--- config.mk ---
export PLATFORM = sky130hd
export DESIGN_NAME = simon_arbiter
export DESIGN_NICKNAME = d
export VERILOG_FILES = /design/src/rtl/simon_arbiter.sv
export SDC_FILE = /design/constraint.sdc
export NUM_CORES = 1
export LEC_CHECK = 0
export CORE_AREA = 2 2 144 146
export CTS_CLUSTER_DIAMETER = 150
export DETAILED_ROUTE_END_ITERATION = 8
export DIE_AREA = 0 0 146 148
export PLACE_DENSITY = 0.68
export REMOVE_ABC_BUFFERS = 1
export SYNTH_ARGS = -nofsm -noshare
export SYNTH_HDL_FRONTEND = slang
export SYNTH_SLANG_ARGS = --single-unit
--- constraint.sdc ---
create_clock -name clk -period 2.4 [get_ports clk]
set_clock_uncertainty 0.2 [all_clocks]
set_input_delay 0.48 -clock clk [delete_from_list [all_inputs] [get_ports clk]]
set_output_delay 0.48 -clock clk [all_outputs]
set_load 0.01 [all_outputs]
--- src/rtl/simon_arbiter.sv ---
// simon_arbiter: round-robin scheduler sharing one SIMON_3264 core between two requesters.
// Optional key-reuse shortcut is compiled in when SIMON_KEY_REUSE_EN is defined.
module simon_arbiter #(
  parameter int N = 16,
  parameter int M = 4
) (
  input  logic                  clk,
  input  logic                  R,
  input  logic [1:0]            req_valid,
  output logic [1:0]            req_ready,
  input  logic [1:0]            req_enc_dec,
  input  logic [1:0][2*N-1:0]   req_block,
  input  logic [1:0][M*N-1:0]   req_key,
  output logic [1:0]            rsp_valid,
  input  logic [1:0]            rsp_ready,
  output logic [2*N-1:0]        rsp_data,
  output logic                  busy,
  output logic                  newKey,
  output logic                  newData,
  output logic                  readData,
  output logic                  enc_dec,
  output logic [M*N-1:0]        key,
  output logic [2*N-1:0]        plain,
  input  logic                  ldKey,
  input  logic                  doneKey,
  input  logic                  ldData,
  input  logic                  doneData,
  input  logic [2*N-1:0]        cipher
);

  typedef enum logic [2:0] {
    IDLE, GRANT, KEY_REQ, KEY_WAIT, DATA_REQ, DATA_WAIT, READ, RESP
  } state_t;

  state_t state, state_nxt;
  logic   gnt, gnt_nxt;
  logic   rr;
  logic   key_owner_valid;
  logic   key_match;
  logic   skip_key;

`ifdef SIMON_KEY_REUSE_EN
  logic [M*N-1:0] last_key;

  // Remember the key most recently expanded by the core.
  always_ff @(posedge clk) begin
    if (R) begin
      last_key <= {(M*N){1'b0}};
    end else if (state == KEY_WAIT && doneKey) begin
      last_key <= key;
    end
  end

  assign key_match = (key == last_key);
`else
  assign key_match = 1'b0;
`endif

  assign skip_key = key_owner_valid & key_match;

  // Next-state and grant selection.
  always_comb begin
    state_nxt = state;
    gnt_nxt   = gnt;
    case (state)
      IDLE: begin
        if (req_valid != 2'b00) begin
          state_nxt = GRANT;
          if (req_valid == 2'b11) begin
            gnt_nxt = rr;
          end else begin
            gnt_nxt = req_valid[1];
          end
        end else begin
          state_nxt = IDLE;
        end
      end
      GRANT: begin
        if (skip_key) begin
          state_nxt = DATA_REQ;
        end else begin
          state_nxt = KEY_REQ;
        end
      end
      KEY_REQ: begin
        if (ldKey) state_nxt = KEY_WAIT;
        else       state_nxt = KEY_REQ;
      end
      KEY_WAIT: begin
        if (doneKey) state_nxt = DATA_REQ;
        else         state_nxt = KEY_WAIT;
      end
      DATA_REQ: begin
        if (ldData) state_nxt = DATA_WAIT;
        else        state_nxt = DATA_REQ;
      end
      DATA_WAIT: begin
        if (doneData) state_nxt = READ;
        else          state_nxt = DATA_WAIT;
      end
      READ: begin
        if (!doneData) state_nxt = RESP;
        else           state_nxt = READ;
      end
      RESP: begin
        if (rsp_ready[gnt]) state_nxt = IDLE;
        else                state_nxt = RESP;
      end
      default: state_nxt = IDLE;
    endcase
  end

  // State, datapath latches and outputs; outputs are decoded from the next state so they
  // line up with the state they belong to while still coming straight from flops.
  always_ff @(posedge clk) begin
    if (R) begin
      state           <= IDLE;
      gnt             <= 1'b0;
      rr              <= 1'b0;
      key_owner_valid <= 1'b0;
      req_ready       <= 2'b00;
      rsp_valid       <= 2'b00;
      rsp_data        <= {(2*N){1'b0}};
      busy            <= 1'b0;
      newKey          <= 1'b0;
      newData         <= 1'b0;
      readData        <= 1'b0;
      enc_dec         <= 1'b0;
      key             <= {(M*N){1'b0}};
      plain           <= {(2*N){1'b0}};
    end else begin
      state     <= state_nxt;
      gnt       <= gnt_nxt;
      req_ready <= (state_nxt == GRANT) ? {gnt_nxt, ~gnt_nxt} : 2'b00;
      rsp_valid <= (state_nxt == RESP)  ? {gnt_nxt, ~gnt_nxt} : 2'b00;
      busy      <= (state_nxt != IDLE);
      newKey    <= (state_nxt == KEY_REQ);
      newData   <= (state_nxt == DATA_REQ);
      readData  <= (state_nxt == READ);
      if (state == IDLE && state_nxt == GRANT) begin
        key     <= req_key[gnt_nxt];
        plain   <= req_block[gnt_nxt];
        enc_dec <= req_enc_dec[gnt_nxt];
      end
      if (state == DATA_WAIT && doneData) begin
        rsp_data <= cipher;
      end
      if (state == KEY_WAIT && doneKey) begin
        key_owner_valid <= 1'b1;
      end
      if (state == RESP && rsp_ready[gnt]) begin
        rr <= ~gnt;
      end
    end
  end

endmodule

======== After elaboration in Yosys (flattened, before gate mapping) ========
Cells that the tools add are included.
storage, ports and cells
  register bits after elaboration ......... 142
  input port bits ......................... 236
  word-level logic and storage cells ...... 59
cells by class
  $lt $le $gt $ge ......................... 2
  equality and inequality tests ........... 13
  muxes and demuxes ....................... 19
  bitwise operators ....................... 4
  reduce and logical (&&, ||, !) cells .... 8
operators by type and width
  kind                                                                  number
  64-bit 2-to-1 mux                                                     2
  32-bit 2-to-1 mux                                                     2
  3-bit case mux with 8 select lines                                    1
  3-bit == test, second input constant                                  7
  1-bit 2-to-1 mux                                                      11
  3-bit by 2-bit == test with 1-bit output, second input constant       3
  3-bit by 1-bit == test with 1-bit output, second input constant       2
  3-bit 2-to-1 mux                                                      2
  1-bit by 2-bit < comparator with 1-bit output, second input constant  2
  1-bit NOT                                                             4
  2-bit OR reduction                                                    2
  1-bit logical AND                                                     3
  3-bit logical NOT                                                     1
  3-bit nonzero test                                                    1
  2-bit == test, second input constant                                  1
  2-bit 2-to-1 mux                                                      1
  2-bit nonzero test                                                    1

======== Logic depth before layout (Yosys ltp) ========
  depth in word-level cells ............... 7
  depth in mapped cells ................... 9
  mapped depth without buffers ............ 5

======== Worst setup path after synthesis ========
OpenSTA, ideal clock, no wires.
  path type ............................... register to register
  start ................................... register state[1]
  end ..................................... register key[40]
  library setup time ...................... 0.142 ns
  data arrival time ....................... 1.617 ns
  data required time ...................... 2.058 ns
  slack ................................... 0.441 ns
  stages on the path, launching flop included .. 10
  buffers on the path ..................... 4
  clock period less this slack ............ 1.959 ns
  cells stage by stage .................... dfxtp_1 buf_2 nor3_4 a21oi_2 a31o_2 buf_2 buf_4 buf_4 nand2_1 a311oi_1
on the way
  word-level cells in the longest chain between the ends .. 4
  elaborated cells on any way between the ends .. 14
  classes of those cells .................. eq/ne (8); mux (4); reduce/logical (2)
RTL lines
  item                                                                                  RTL line  text
  from (decl)                                                                           35        state_t state, state_nxt;
  from (signal assigned)                                                                132       state <= state_nxt;
  3-bit == test (tied with other cells)                                                 65        case (state)
  3-bit case mux with 8 select lines / 1-bit 2-to-1 mux (equally long branches)         65
  3-bit by 1-bit == test with 1-bit output / 64-bit 2-to-1 mux (equally long branches)  140, 141
  1-bit logical AND / 64-bit 2-to-1 mux (equally long branches)                         140, 141
  to (signal assigned)                                                                  129       key <= {(M*N){1'b0}};
  to (signal assigned)                                                                  141       key <= req_key[gnt_nxt];
  to (decl)                                                                             22        output logic [M*N-1:0] key,
Parallel ways exist; a longest one is shown, timed or not. The select of a mux whose other input is x is not followed.
A chain may end at the register's enable or synchronous reset.

======== Final worst setup path ========
  start ................................... register state[1]
  end ..................................... register plain[23]
on the way
  word-level cells in the longest chain between the ends .. 4
  elaborated cells on any way between the ends .. 14
  classes of those cells .................. eq/ne (8); mux (4); reduce/logical (2)
RTL lines
  item                                                                                  RTL line  text
  3-bit == test (tied with other cells)                                                 65
  3-bit case mux with 8 select lines / 1-bit 2-to-1 mux (equally long branches)         65
  3-bit by 1-bit == test with 1-bit output / 32-bit 2-to-1 mux (equally long branches)  140, 142
  1-bit logical AND / 32-bit 2-to-1 mux (equally long branches)                         140, 142
  to (signal assigned)                                                                  130       plain <= {(2*N){1'b0}};
  to (signal assigned)                                                                  142       plain <= req_block[gnt_nxt];
  to (decl)                                                                             23        output logic [2*N-1:0] plain,
Parallel ways exist; a longest one is shown, timed or not. The select of a mux whose other input is x is not followed.

==> impl_metrics.py <==
metrics = {
    "run_status": {
        "outcome": "finished clean",
    },
    "routing": {
        "wl_per_cell_um": 15.7,
        "drtPass1Iterations": 4,
        "wl_mm": 21.5,
        "drtIter0Drc": 205,
        "detail-route-antenna-nets": 0,
        "drc": 0,
        "vias_per_cell": 4.75,
        "vias": 6515,
    },
    "global_routing": {
        "grt_usage": 0.194,
        "antenna_found_initial": 0,
        "grt_max_degree": 69,
        "grt_overflow": 0,
        "grt_pass1_vias": 6166,
        "grt_pass1_wl_mm": 33.5,
    },
    "clocking": {
        "ctsHtreeMaxLevel": 4,
        "clock-sinks": 142,
        "ctsResizeCount": 0,
        "cts_root_buf": "clkbuf_16",
        "clockBufferDepth": 2,
        "clk_pin_slew_ns": 0.06,
        "tritoncts": "yes",
        "cts_hold_buf": 0,
        "cts_setup_buffers": 0,
        "worstSkewPairLatency_ns": 0.41,
        "cts_made_buffers": 17,
    },
    "floorplanning": {
        "die_h_um": 148,
        "die-area_um2": 21600,
        "start_util": 0.289,
        "design.core.area_um2": 20000,
        "ios": 373,
        "die_w_um": 146,
        "rows": 52,
    },
    "placement": {
        "port_buffers": 372,
        "dp_slack_ns": 0.0232,
        "placement.cell_area_um2": 9850,
        "place_congestion": 0.802,
        "hpwl_mm": 15.7,
    },
    "setup_path": {
        "path_cells": "nor3_4, a21oi_2, a31oi_4, buf_4, nand2_1, a311oi_1",
        "required_ns": 2.52,
        "worst_path_max_delay_cell": "dfxtp_1",
        "crit_family": "compound AO/OA/AOI/OAI gates",
        "startpoint_type": "flip-flop",
        "rr_worst_depth": 6,
        "arrival_ns": 2.21,
        "cp_num_cells": 6,
        "path_buf_inv": 1,
        "end_kind": "flip-flop",
        "max_stage_delay_ns": 0.41,
        "crit_type": "flip-flop to flip-flop",
        "crit_fanout": 15,
    },
    "timing": {
        "hold_viol_final": 0,
        "worst_pin_slew_ns": 0.532,
        "whs_ns": 0.202,
        "finalCriticalPeriod_ns": 2.10,
        "timing.slew.headroom": 0.642,
        "rsz0062_at_grt": "false",
        "setup-violations-final": 0,
        "drv_slew": 0,
        "fmax_mhz": 477,
        "fin_crit_sh": 0.873,
        "setup_ws_ns": 0.305,
    },
    "job": {
        "drv_cap": 0,
    },
    "layout": {
        "fillerInstances": 1923,
        "diodes": 0,
        "final_util": 0.521,
        "multi_input_area_um2": 2660,
        "syn2layout_area_growth_pct": 80.5,
        "layout-drive-gt1-share": 0.0509,
        "final_cell_area_um2": 10400,
        "fin_nets": 1324,
        "regArea_um2": 2840,
    },
    "logic_synthesis": {
        "synth_warnings": 0,
        "synth.avg_cell_area_um2": 7.79,
        "synth-seq-area-share": 0.491,
        "synth_cell_types": 30,
        "synth_seq_cells": 142,
        "syn-cell-area_um2": 5790,
        "postSynthCellCount": 743,
    },
    "power_and_ir_drop": {
        "p_per_area_nw_per_um2": 783,
        "ir_drop_mv": 0.458,
        "leakagePower_nw": 3.89,
        "finalPower_mw": 8.18,
    },
    "hold_path": {
        "holdCritPathClass": "input port to flip-flop",
        "whs_path_depth": 2,
    },
}
[report_power, final]
part	internal [mW]	leakage [nW]	switching [mW]
Sequential	2.69	1.17	0.181
Combinational	1.36	2.44	1.22
Clock	1.65	0.278	1.08
[cell type report]
cell class	instances	area share
clock buffer	20	0.0418
inverter	1	0.000359
timing repair buffer	393	0.383
sequential	142	0.272
multi-input combinational	533	0.255
tap	270	0.0323
clock inverter	12	0.0153
[flip-flops by register name (all words and copies together) (netlist names)]
register and flops:
busy 1, enc_dec 1, gnt 1, key 64, newData 1, newKey 1, plain 32, readData 1
req_ready 2, rr 1, rsp_data 32, rsp_valid 2, state 3
[path summary, 6_finish.rpt]
check / start / endpoint / slack (ns)
worst min-delay path: R / rsp_data[12] / 0.20
worst max-delay path: state[1] / plain[23] / 0.30
worst max register to register: state[1] / plain[23] / 0.30
worst min register to register: rsp_data[12] / rsp_data[12] / 0.25
[synth_stat cells]
cell         n  area share
nor2b_1      4      0.0043
o21a_1       1      0.0013
and2_1       1      0.0011
a31oi_4      1      0.0037
buf_2       23       0.020
nand3b_1     1      0.0013
or4_1        1      0.0013
o2bb2ai_1    1      0.0015
dfxtp_1    142        0.49
o21ai_0      3      0.0026
nor4b_1      1      0.0015
a31o_2       1      0.0015
a311oi_1    97        0.15
nand3_1      3      0.0026
buf_1        4      0.0026
nor2_1     106       0.069
clkbuf_1    36       0.023
a211oi_1     1      0.0013
inv_1        1     0.00065
a31oi_1      1      0.0011
a22o_1       1      0.0015
a21oi_2      1      0.0015
buf_4        4      0.0052
nor3_1       3      0.0026
a21oi_1     35       0.030
nor3_4       1      0.0028
mux2i_1      1      0.0017
nand2_1    262        0.17
nor4_1       1      0.0011
and3_1       5      0.0054
[cells in the final DEF (no fill, tap or decap)]
cell type        Yosys  layout
nor4b_1              1       1
o21ai_0              3       3
and3_1               5       5
clkdlybuf4s50_1      0     371
buf_4                4      12
a21oi_1             35      35
nor3_1               3       3
a311oi_1            97      97
dfxtp_1            142     142
a31oi_1              1       1
clkbuf_16            0      17
a31o_4               0       1
o21a_4               0       1
inv_1                1       1
a21oi_2              1       1
clkinvlp_4           0       4
clkinv_4             0       1
nor4_1               1       1
or4_1                1       1
mux2i_1              1       1
and2_1               1       1
nor3_4               1       1
a211oi_1             1       1
nor2b_1              4       4
bufinv_16            0       3
clkbuf_1            36       3
a31oi_4              1       1
nand3b_1             1       1
nand2_1            262     262
buf_12               0      10
nand3_1              3       3
clkinv_2             0       1
nor2_1             106     106
a22o_1               1       1
inv_6                0       3
o2bb2ai_1            1       1
[through the flow]
| stage | setup TNS (ns) | std cells |
|---|---|---|
| 2_1_floorplan | -221.73 | 676 |
| 3_3_place_gp | 0 | 1339 |
| 3_5_place_dp | 0 | 1339 |
| 4_1_cts | 0 | 1371 |
| 5_1_grt | 0 | 1371 |
| 6_report | 0 | 1371 |
[cells by family (layout without fill, tap and decap cells)]
kind of cell           count (synthesis)  after routing  share of synthesized area
and+or+nand+nor                      389            389                      0.263
buffers and inverters                 68            426                     0.0517
muxes                                  1              1                    0.00173
DFF                                  142            142                      0.491
AOI/OAI and AO/OA                    143            143                      0.193
[per-layer routing]
layer,global-route usage,wire length (µm),up-vias
li1,-,-,3236
met3,0.0753,2160,30
met5,0,0,-
met2,0.335,10400,289
met1,0.224,8630,2960
met4,0.0583,385,0
(Power assumes the default switching activity.)
